$ cat src/rtl/sram_arbiter_if.sv
// sram_arbiter_if
//   Bundles the three sides of the SRAM arbiter: the instruction-fetch port,
//   the MEM-stage data port and the board SRAM pins.
//   modport slave  : the arbiter (consumes requests and SRAM read data,
//                    drives ready/data back and all SRAM control pins)
//   modport master : the surroundings (CPU ports plus the SRAM device)
//   Fetch   : if_ce_i, if_addr_i -> if_data_o, if_ready_o, if_stallreq_o
//   Data    : dm_ce_i, dm_we_i, dm_sel_i, dm_addr_i, dm_data_i -> dm_data_o, dm_ready_o
//   SRAM    : sram_ce_n_o, sram_oe_n_o, sram_we_n_o, sram_be_n_o, sram_addr_o,
//             sram_wdata_o -> device;  sram_rdata_i <- device
interface sram_arbiter_if #(
  parameter int ADDR_W = 20
);
  logic              if_ce_i;
  logic [31:0]       if_addr_i;
  logic [31:0]       if_data_o;
  logic              if_ready_o;
  logic              if_stallreq_o;

  logic              dm_ce_i;
  logic              dm_we_i;
  logic [3:0]        dm_sel_i;
  logic [31:0]       dm_addr_i;
  logic [31:0]       dm_data_i;
  logic [31:0]       dm_data_o;
  logic              dm_ready_o;

  logic              sram_ce_n_o;
  logic              sram_oe_n_o;
  logic              sram_we_n_o;
  logic [3:0]        sram_be_n_o;
  logic [ADDR_W-1:0] sram_addr_o;
  logic [31:0]       sram_wdata_o;
  logic [31:0]       sram_rdata_i;

  modport slave (
    input  if_ce_i, if_addr_i,
    output if_data_o, if_ready_o, if_stallreq_o,
    input  dm_ce_i, dm_we_i, dm_sel_i, dm_addr_i, dm_data_i,
    output dm_data_o, dm_ready_o,
    output sram_ce_n_o, sram_oe_n_o, sram_we_n_o, sram_be_n_o, sram_addr_o, sram_wdata_o,
    input  sram_rdata_i
  );

  modport master (
    output if_ce_i, if_addr_i,
    input  if_data_o, if_ready_o, if_stallreq_o,
    output dm_ce_i, dm_we_i, dm_sel_i, dm_addr_i, dm_data_i,
    input  dm_data_o, dm_ready_o,
    input  sram_ce_n_o, sram_oe_n_o, sram_we_n_o, sram_be_n_o, sram_addr_o, sram_wdata_o,
    output sram_rdata_i
  );
endinterface

$ cat src/rtl/sram_arbiter.sv
// sram_arbiter
//   Shares one 32-bit single-port SRAM between the instruction-fetch port and
//   the MEM-stage data port. Each access runs IDLE -> ACCESS (WAIT_CYCLES+1
//   clocks) -> DONE, where the served port gets a one-cycle ready pulse. When
//   both ports request in the same IDLE cycle the port not served last wins.
//   All SRAM pins and ready/data outputs are registered; only the fetch stall
//   request is combinational.
// Ports
//   clk : rising-edge clock
//   rst : asynchronous reset, active-low
//   bus : sram_arbiter_if.slave (fetch port, data port, SRAM pins)
// Parameters
//   ADDR_W      : SRAM word-address width (byte address bits [ADDR_W+1:2])
//   WAIT_CYCLES : extra SRAM cycles per access, must be >= 1
module sram_arbiter #(
  parameter int ADDR_W      = 20,
  parameter int WAIT_CYCLES = 1
) (
  input  logic           clk,
  input  logic           rst,
  sram_arbiter_if.slave  bus
);

  localparam int CNT_W = $clog2(WAIT_CYCLES + 1);
  localparam logic [CNT_W-1:0] CNT_LAST = CNT_W'(WAIT_CYCLES);

  typedef enum logic [1:0] {
    S_IDLE   = 2'd0,
    S_ACCESS = 2'd1,
    S_DONE   = 2'd2
  } state_t;

  state_t           state;
  logic [CNT_W-1:0] cnt;
  logic             last_dm;   // 1: the previous grant went to the data port
  logic             gnt_dm;    // port owning the access in flight
  logic             lat_we;    // latched write flag of the access in flight
  logic             pick_dm;

  // Data port wins if it is the only requester, or if both request and the
  // fetch port was not the loser last time (reset leaves last_dm=0 -> DM first).
  assign pick_dm = bus.dm_ce_i & (~bus.if_ce_i | ~last_dm);

  assign bus.if_stallreq_o = bus.if_ce_i & ~bus.if_ready_o;

  // Byte-offset bits and address bits beyond the SRAM are intentionally dropped.
  logic unused_addr_bits;
  assign unused_addr_bits = ^{bus.if_addr_i[1:0], bus.if_addr_i[31:ADDR_W+2],
                              bus.dm_addr_i[1:0], bus.dm_addr_i[31:ADDR_W+2]};

  always_ff @(posedge clk or negedge rst) begin
    if (!rst) begin
      state            <= S_IDLE;
      cnt              <= '0;
      last_dm          <= 1'b0;
      gnt_dm           <= 1'b0;
      lat_we           <= 1'b0;
      bus.if_ready_o   <= 1'b0;
      bus.dm_ready_o   <= 1'b0;
      bus.if_data_o    <= '0;
      bus.dm_data_o    <= '0;
      bus.sram_ce_n_o  <= 1'b1;
      bus.sram_oe_n_o  <= 1'b1;
      bus.sram_we_n_o  <= 1'b1;
      bus.sram_be_n_o  <= 4'hF;
      bus.sram_addr_o  <= '0;
      bus.sram_wdata_o <= '0;
    end else begin
      // Ready outputs are pulses; only the ACCESS->DONE transition raises one.
      bus.if_ready_o <= 1'b0;
      bus.dm_ready_o <= 1'b0;

      case (state)
        // IDLE: pick a requester and present the first ACCESS cycle's pins.
        S_IDLE: begin
          if (bus.dm_ce_i || bus.if_ce_i) begin
            gnt_dm          <= pick_dm;
            last_dm         <= pick_dm;
            cnt             <= '0;
            state           <= S_ACCESS;
            bus.sram_ce_n_o <= 1'b0;
            if (pick_dm) begin
              lat_we           <= bus.dm_we_i;
              bus.sram_addr_o  <= bus.dm_addr_i[ADDR_W+1:2];
              bus.sram_wdata_o <= bus.dm_data_i;
              bus.sram_be_n_o  <= ~bus.dm_sel_i;
              bus.sram_oe_n_o  <= bus.dm_we_i;
              // WAIT_CYCLES >= 1, so cycle 0 of a write always strobes we_n.
              bus.sram_we_n_o  <= ~bus.dm_we_i;
            end else begin
              lat_we           <= 1'b0;
              bus.sram_addr_o  <= bus.if_addr_i[ADDR_W+1:2];
              bus.sram_be_n_o  <= 4'h0;
              bus.sram_oe_n_o  <= 1'b0;
              bus.sram_we_n_o  <= 1'b1;
            end
          end
        end

        // ACCESS: hold latched request; requester inputs are not looked at.
        S_ACCESS: begin
          if (cnt == CNT_LAST) begin
            state           <= S_DONE;
            bus.sram_ce_n_o <= 1'b1;
            bus.sram_oe_n_o <= 1'b1;
            bus.sram_we_n_o <= 1'b1;
            bus.sram_be_n_o <= 4'hF;
            if (gnt_dm) begin
              bus.dm_ready_o <= 1'b1;
              if (!lat_we) bus.dm_data_o <= bus.sram_rdata_i;
            end else begin
              bus.if_ready_o <= 1'b1;
              bus.if_data_o  <= bus.sram_rdata_i;
            end
          end else begin
            cnt <= CNT_W'(cnt + 1'b1);
            // Release we_n one cycle before the end so data/address stay
            // stable past the write strobe.
            if (lat_we && (CNT_W'(cnt + 1'b1) == CNT_LAST)) bus.sram_we_n_o <= 1'b1;
          end
        end

        // DONE: ready pulse is visible this cycle; pins are idle.
        S_DONE: begin
          state <= S_IDLE;
        end

        default: begin
          state <= S_IDLE;
        end
      endcase
    end
  end

endmodule

$ cat src/flat_wrapper.sv
// flat-port wrapper written by rule: the top's interface ports become plain ports
module sram_arbiter_flat 
#(
  parameter int ADDR_W      = 20,
  parameter int WAIT_CYCLES = 1
)
  (clk, rst, bus_if_ce_i, bus_if_addr_i, bus_if_data_o, bus_if_ready_o, bus_if_stallreq_o, bus_dm_ce_i, bus_dm_we_i, bus_dm_sel_i, bus_dm_addr_i, bus_dm_data_i, bus_dm_data_o, bus_dm_ready_o, bus_sram_ce_n_o, bus_sram_oe_n_o, bus_sram_we_n_o, bus_sram_be_n_o, bus_sram_addr_o, bus_sram_wdata_o, bus_sram_rdata_i);
  sram_arbiter_if #(.ADDR_W(ADDR_W)) bus_i ();
  input  logic clk;
  input  logic rst;
  input wire logic [$bits(bus_i.if_ce_i)-1:0] bus_if_ce_i;
  input wire logic [$bits(bus_i.if_addr_i)-1:0] bus_if_addr_i;
  output wire logic [$bits(bus_i.if_data_o)-1:0] bus_if_data_o;
  output wire logic [$bits(bus_i.if_ready_o)-1:0] bus_if_ready_o;
  output wire logic [$bits(bus_i.if_stallreq_o)-1:0] bus_if_stallreq_o;
  input wire logic [$bits(bus_i.dm_ce_i)-1:0] bus_dm_ce_i;
  input wire logic [$bits(bus_i.dm_we_i)-1:0] bus_dm_we_i;
  input wire logic [$bits(bus_i.dm_sel_i)-1:0] bus_dm_sel_i;
  input wire logic [$bits(bus_i.dm_addr_i)-1:0] bus_dm_addr_i;
  input wire logic [$bits(bus_i.dm_data_i)-1:0] bus_dm_data_i;
  output wire logic [$bits(bus_i.dm_data_o)-1:0] bus_dm_data_o;
  output wire logic [$bits(bus_i.dm_ready_o)-1:0] bus_dm_ready_o;
  output wire logic [$bits(bus_i.sram_ce_n_o)-1:0] bus_sram_ce_n_o;
  output wire logic [$bits(bus_i.sram_oe_n_o)-1:0] bus_sram_oe_n_o;
  output wire logic [$bits(bus_i.sram_we_n_o)-1:0] bus_sram_we_n_o;
  output wire logic [$bits(bus_i.sram_be_n_o)-1:0] bus_sram_be_n_o;
  output wire logic [$bits(bus_i.sram_addr_o)-1:0] bus_sram_addr_o;
  output wire logic [$bits(bus_i.sram_wdata_o)-1:0] bus_sram_wdata_o;
  input wire logic [$bits(bus_i.sram_rdata_i)-1:0] bus_sram_rdata_i;
  assign bus_i.if_ce_i = bus_if_ce_i;
  assign bus_i.if_addr_i = bus_if_addr_i;
  assign bus_if_data_o = bus_i.if_data_o;
  assign bus_if_ready_o = bus_i.if_ready_o;
  assign bus_if_stallreq_o = bus_i.if_stallreq_o;
  assign bus_i.dm_ce_i = bus_dm_ce_i;
  assign bus_i.dm_we_i = bus_dm_we_i;
  assign bus_i.dm_sel_i = bus_dm_sel_i;
  assign bus_i.dm_addr_i = bus_dm_addr_i;
  assign bus_i.dm_data_i = bus_dm_data_i;
  assign bus_dm_data_o = bus_i.dm_data_o;
  assign bus_dm_ready_o = bus_i.dm_ready_o;
  assign bus_sram_ce_n_o = bus_i.sram_ce_n_o;
  assign bus_sram_oe_n_o = bus_i.sram_oe_n_o;
  assign bus_sram_we_n_o = bus_i.sram_we_n_o;
  assign bus_sram_be_n_o = bus_i.sram_be_n_o;
  assign bus_sram_addr_o = bus_i.sram_addr_o;
  assign bus_sram_wdata_o = bus_i.sram_wdata_o;
  assign bus_i.sram_rdata_i = bus_sram_rdata_i;
  sram_arbiter #(.ADDR_W(ADDR_W), .WAIT_CYCLES(WAIT_CYCLES)) u_core (.clk(clk), .rst(rst), .bus(bus_i));
endmodule
$ cat config.mk
export PLATFORM = sky130hd
export DESIGN_NAME = sram_arbiter_flat
export DESIGN_NICKNAME = d
export VERILOG_FILES = /design/src/rtl/sram_arbiter_if.sv /design/src/rtl/sram_arbiter.sv /design/src/flat_wrapper.sv
export SDC_FILE = /design/constraint.sdc
export NUM_CORES = 1
export LEC_CHECK = 0
export BUFFER_PORTS_ARGS = -buffer_cell sky130_fd_sc_hd__buf_2
export CAP_MARGIN = 20
export CORE_ASPECT_RATIO = 0.75
export CORE_MARGIN = 10
export CORE_UTILIZATION = 45
export DETAILED_ROUTE_END_ITERATION = 7
export PLACE_DENSITY = 0.79
export SYNTH_ARGS = -nofsm -noshare
export SYNTH_HDL_FRONTEND = slang
export SYNTH_SLANG_ARGS = --single-unit
$ cat constraint.sdc
create_clock -name clk -period 1.8 [get_ports clk]
set_input_delay 0.09 -clock clk [delete_from_list [all_inputs] [get_ports clk]]
set_output_delay 0.09 -clock clk [all_outputs]
set_load 0.01 [all_outputs]
==> flow_summary.json <==
{
  "status": "finished clean",
  "power.share.clock_pct": 23.5,
  "floorplan.initialDensity_pct": 46.4,
  "tightest_slew_ns": 0.456,
  "intPower_mw": 9.55,
  "slew_violations": 0,
  "cts_inserted_buffers": 17,
  "timing.rr.end": "u_core.bus.sram_wdata_o[14]",
  "viasPerCell": 5.13,
  "setup_viol": 0,
  "dpl.hpwl_um": 11200,
  "slew_headroom_pct": 69.6,
  "swShare_pct": 34.9,
  "layout_worst_path_cycle_share_pct": 94.4,
  "vdd_drop_max_mv": 1.07,
  "clkSinkCount": 130,
  "grt_pass1_vias": 5039,
  "cp.required_ns": 2.08,
  "htreeDepth": 4,
  "ys_ff_latch": 130,
  "period_minus_slack_ns": 1.70,
  "die_h_um": 112,
  "hold_path.class": "input port to flop",
  "yosys_warnings": 0,
  "worstPathArrival_ns": 1.98,
  "firstDrtPassIters": 6,
  "p_sw_mw": 5.13,
  "seq_area_frac_synth_pct": 63.7,
  "dr_total_vias": 4491,
  "critical_path.max_fanout": 33,
  "worst-setup-path-type": "flop to flop",
  "tritoncts": "yes",
  "rsz0062_at_grt": "false",
  "synth-edff-count": 0,
  "reg2reg_depth": 4,
  "yosys.area.top_type": "dfrtp_1",
  "cts_root_buf": "clkbuf_16",
  "cp-start-kind": "flop",
  "critPathCaptureType": "flop",
  "clock_latency_ns": 0.41,
  "syn_inst": 365,
  "reg2reg_from": "u_core.state[0]",
  "powerDensity_nw_per_um2": 1790,
  "synth_top_flop_cell": "dfrtp_1",
  "hold_start": "bus_dm_we_i",
  "dieArea_um2": 16100,
  "startpoint": "u_core.state[0]",
  "antenna_found_initial": 3,
  "syn_avg_cell_area_um2": 14.0,
  "fillCellCount": 674,
  "synth.most_common_cell": "dfrtp_1",
  "post_cts_resized": 0,
  "tns_ns": 0,
  "final_area_um2": 8180,
  "syn_to_final_growth_pct": 59.8,
  "hold_depth": 3,
  "fin_worst_skew_ns": 0.00815,
  "synth_top_area_share_pct": 60.1,
  "post-route-drc-count": 0,
  "p_seq_share_pct": 36.6,
  "drt-total-wl_um": 17500,
  "ant_nets": 0,
  "gp_congestion": 0.781,
  "crit_buf_inv": 1,
  "synthArstFlopShare_pct": 100,
  "synthTopCellsByArea": "dfrtp_1 (60%), mux2_2 (21%), dfstp_2 (3.6%)",
  "leakagePower_nw": 3.90,
  "synthTopCellsByCount": "dfrtp_1 (123), mux2_2 (96), nand2_1 (43), a31oi_1 (21), a21oi_1 (20)",
  "io_buffers": 238,
  "drt_iter0_drc": 199,
  "crit_path_cell_trace": "or2_1, nor2_8, buf_12, mux2_2",
  "slowest_delay_ns": 0.45,
  "cp_top_family": "simple AND/OR/NAND/NOR gates",
  "cap_violations": 0,
  "core_area_um2": 11000,
  "crit_slowest_cell": "dfrtp_1",
  "num_rows": 33,
  "synth.distinct_cells": 30,
  "drive_above_1_share_pct": 52.7,
  "placed_area_um2": 6490,
  "io_pins": 263,
  "grt_start_max_net_pins": 51,
  "cts_max_path_buffers": 2,
  "avgRoutedWirePerCell_um": 20.0,
  "power_frac_comb_pct": 39.9,
  "post_cts_buffers": 0,
  "fmax_ghz": 0.589,
  "hold_end": "u_core.bus.sram_oe_n_o",
  "reg2reg_slack_ns": 0.10,
  "clk_pin_slew_ns": 0.06,
  "syn_area_um2": 5120,
  "final_hold_viol_count": 0,
  "grt_first_pass_wirelength_um": 27600,
  "final_nets": 857,
  "grt_usage_pct": 21.7,
  "die_w_um": 143,
  "grt.overflow.total": 0,
  "syn_nets": 502
}
==> placed cells by master, fill, tap and decap left out, types with 2 or more instances in the layout <==
| cell | Yosys | final |
|---|---|---|
| mux2_2 | 96 | 96 |
| buf_2 | 3 | 237 |
| a31oi_1 | 21 | 21 |
| o21ai_0 | 8 | 8 |
| inv_1 | 3 | 3 |
| nor2_1 | 3 | 3 |
| clkinvlp_4 | 0 | 7 |
| bufinv_16 | 0 | 3 |
| clkbuf_1 | 7 | 2 |
| o211ai_1 | 4 | 4 |
| dlygate4sd3_1 | 0 | 109 |
| buf_12 | 0 | 5 |
| a21o_1 | 2 | 2 |
| buf_4 | 3 | 5 |
| nand2_1 | 43 | 43 |
| clkinv_2 | 0 | 2 |
| a21oi_1 | 20 | 20 |
| nand3_1 | 2 | 2 |
| diode_2 | 0 | 3 |
| dfstp_2 | 7 | 7 |
| clkbuf_16 | 0 | 17 |
| dfrtp_1 | 123 | 123 |
==> cells by family (layout without fill, tap and decap cells) <==
kind of cell	Yosys count	count (layout)	share of synthesized area [%]
muxes	96	96	21.1
DFF	130	130	63.7
and+or+nand+nor	58	58	5.57
AOI/OAI and AO/OA	58	58	6.72
buffers and inverters	23	391	2.86
other	0	3	0
==> power by group through the flow <==
stage / Combinational [mW] / Sequential, mW / Clock (mW)
6_report: 5.85 / 5.38 / 3.45
4_1_cts: 5.86 / 5.32 / 3.50
3_3_place_gp: 5.52 / 5.21 / 0
5_1_grt: 6.32 / 5.55 / 3.62
2_1_floorplan: 2.55 / 5.97 / 0
3_5_place_dp: 5.66 / 5.34 / 0
==> routing by layer <==
metal | share of wire (%) | global-route usage (%)
met3 | 8.8 | 8.30
met1 | 38 | 23.1
met2 | 50 | 37.3
met4 | 3.2 | 9.81
met5 | 0 | 0
==> worst reg2reg max path, stage by stage (launching register included) <==
cell and delay (ns):
dfrtp_1 0.45, or2_1 0.38, nor2_8 0.15, buf_12 0.21, mux2_2 0.38
==> repair_timing <==
item / 4_1_cts / 5_1_grt
hold endpoints to repair: 151 / 0
setup endpoints to repair: 0 / 0
hold buffers: 109 / 0
==> through the flow <==
stage	utilization [%]	hold WS [ns]	power [mW]	setup WS, ns	instances
2_1_floorplan	-	-0.206	8.52	0.240	365
3_3_place_gp	58.8	0.0597	10.7	0.153	732
3_5_place_dp	58.8	0.0722	11.0	0.112	732
4_1_cts	74.1	0.0118	14.7	0.102	873
5_1_grt	74.2	0.0360	15.5	0.0473	876
6_report	74.2	0.0346	14.7	0.101	876
==> worst max-delay path by stage <==
stage	to	slack, ns	cells after the start
final	u_core.bus.sram_wdata_o[14]	0.10	4
after global routing	u_core.bus.sram_wdata_o[13]	0.05	4
after CTS	u_core.bus.sram_wdata_o[14]	0.10	4
after detailed placement	u_core.bus.sram_wdata_o[14]	0.11	4
after global placement	u_core.bus.sram_wdata_o[31]	0.15	4
after floorplan	u_core.bus.sram_wdata_o[10]	0.24	5
==> registers in the layout (all words and copies together), names as in the netlist, 2 cells and up <==
register,count
u_core.bus.if_data_o,32
u_core.bus.dm_data_o,32
u_core.state,2
u_core.bus.sram_addr_o,20
u_core.bus.sram_wdata_o,32
u_core.bus.sram_be_n_o,4
==> final cells by class <==
cell class / instances / area, um^2 / share of cell area [%]
Inverter: 3 / 11.3 / 0.138
Timing Repair Buffer: 356 / 2410 / 29.5
Antenna cell: 3 / 7.51 / 0.0918
Sequential cell: 130 / 3260 / 39.9
Clock inverter: 13 / 161 / 1.97
Clock buffer: 19 / 433 / 5.29
Multi-Input combinational cell: 212 / 1720 / 21.0
Tap cell: 140 / 175 / 2.14
(Power assumes the default switching activity.)
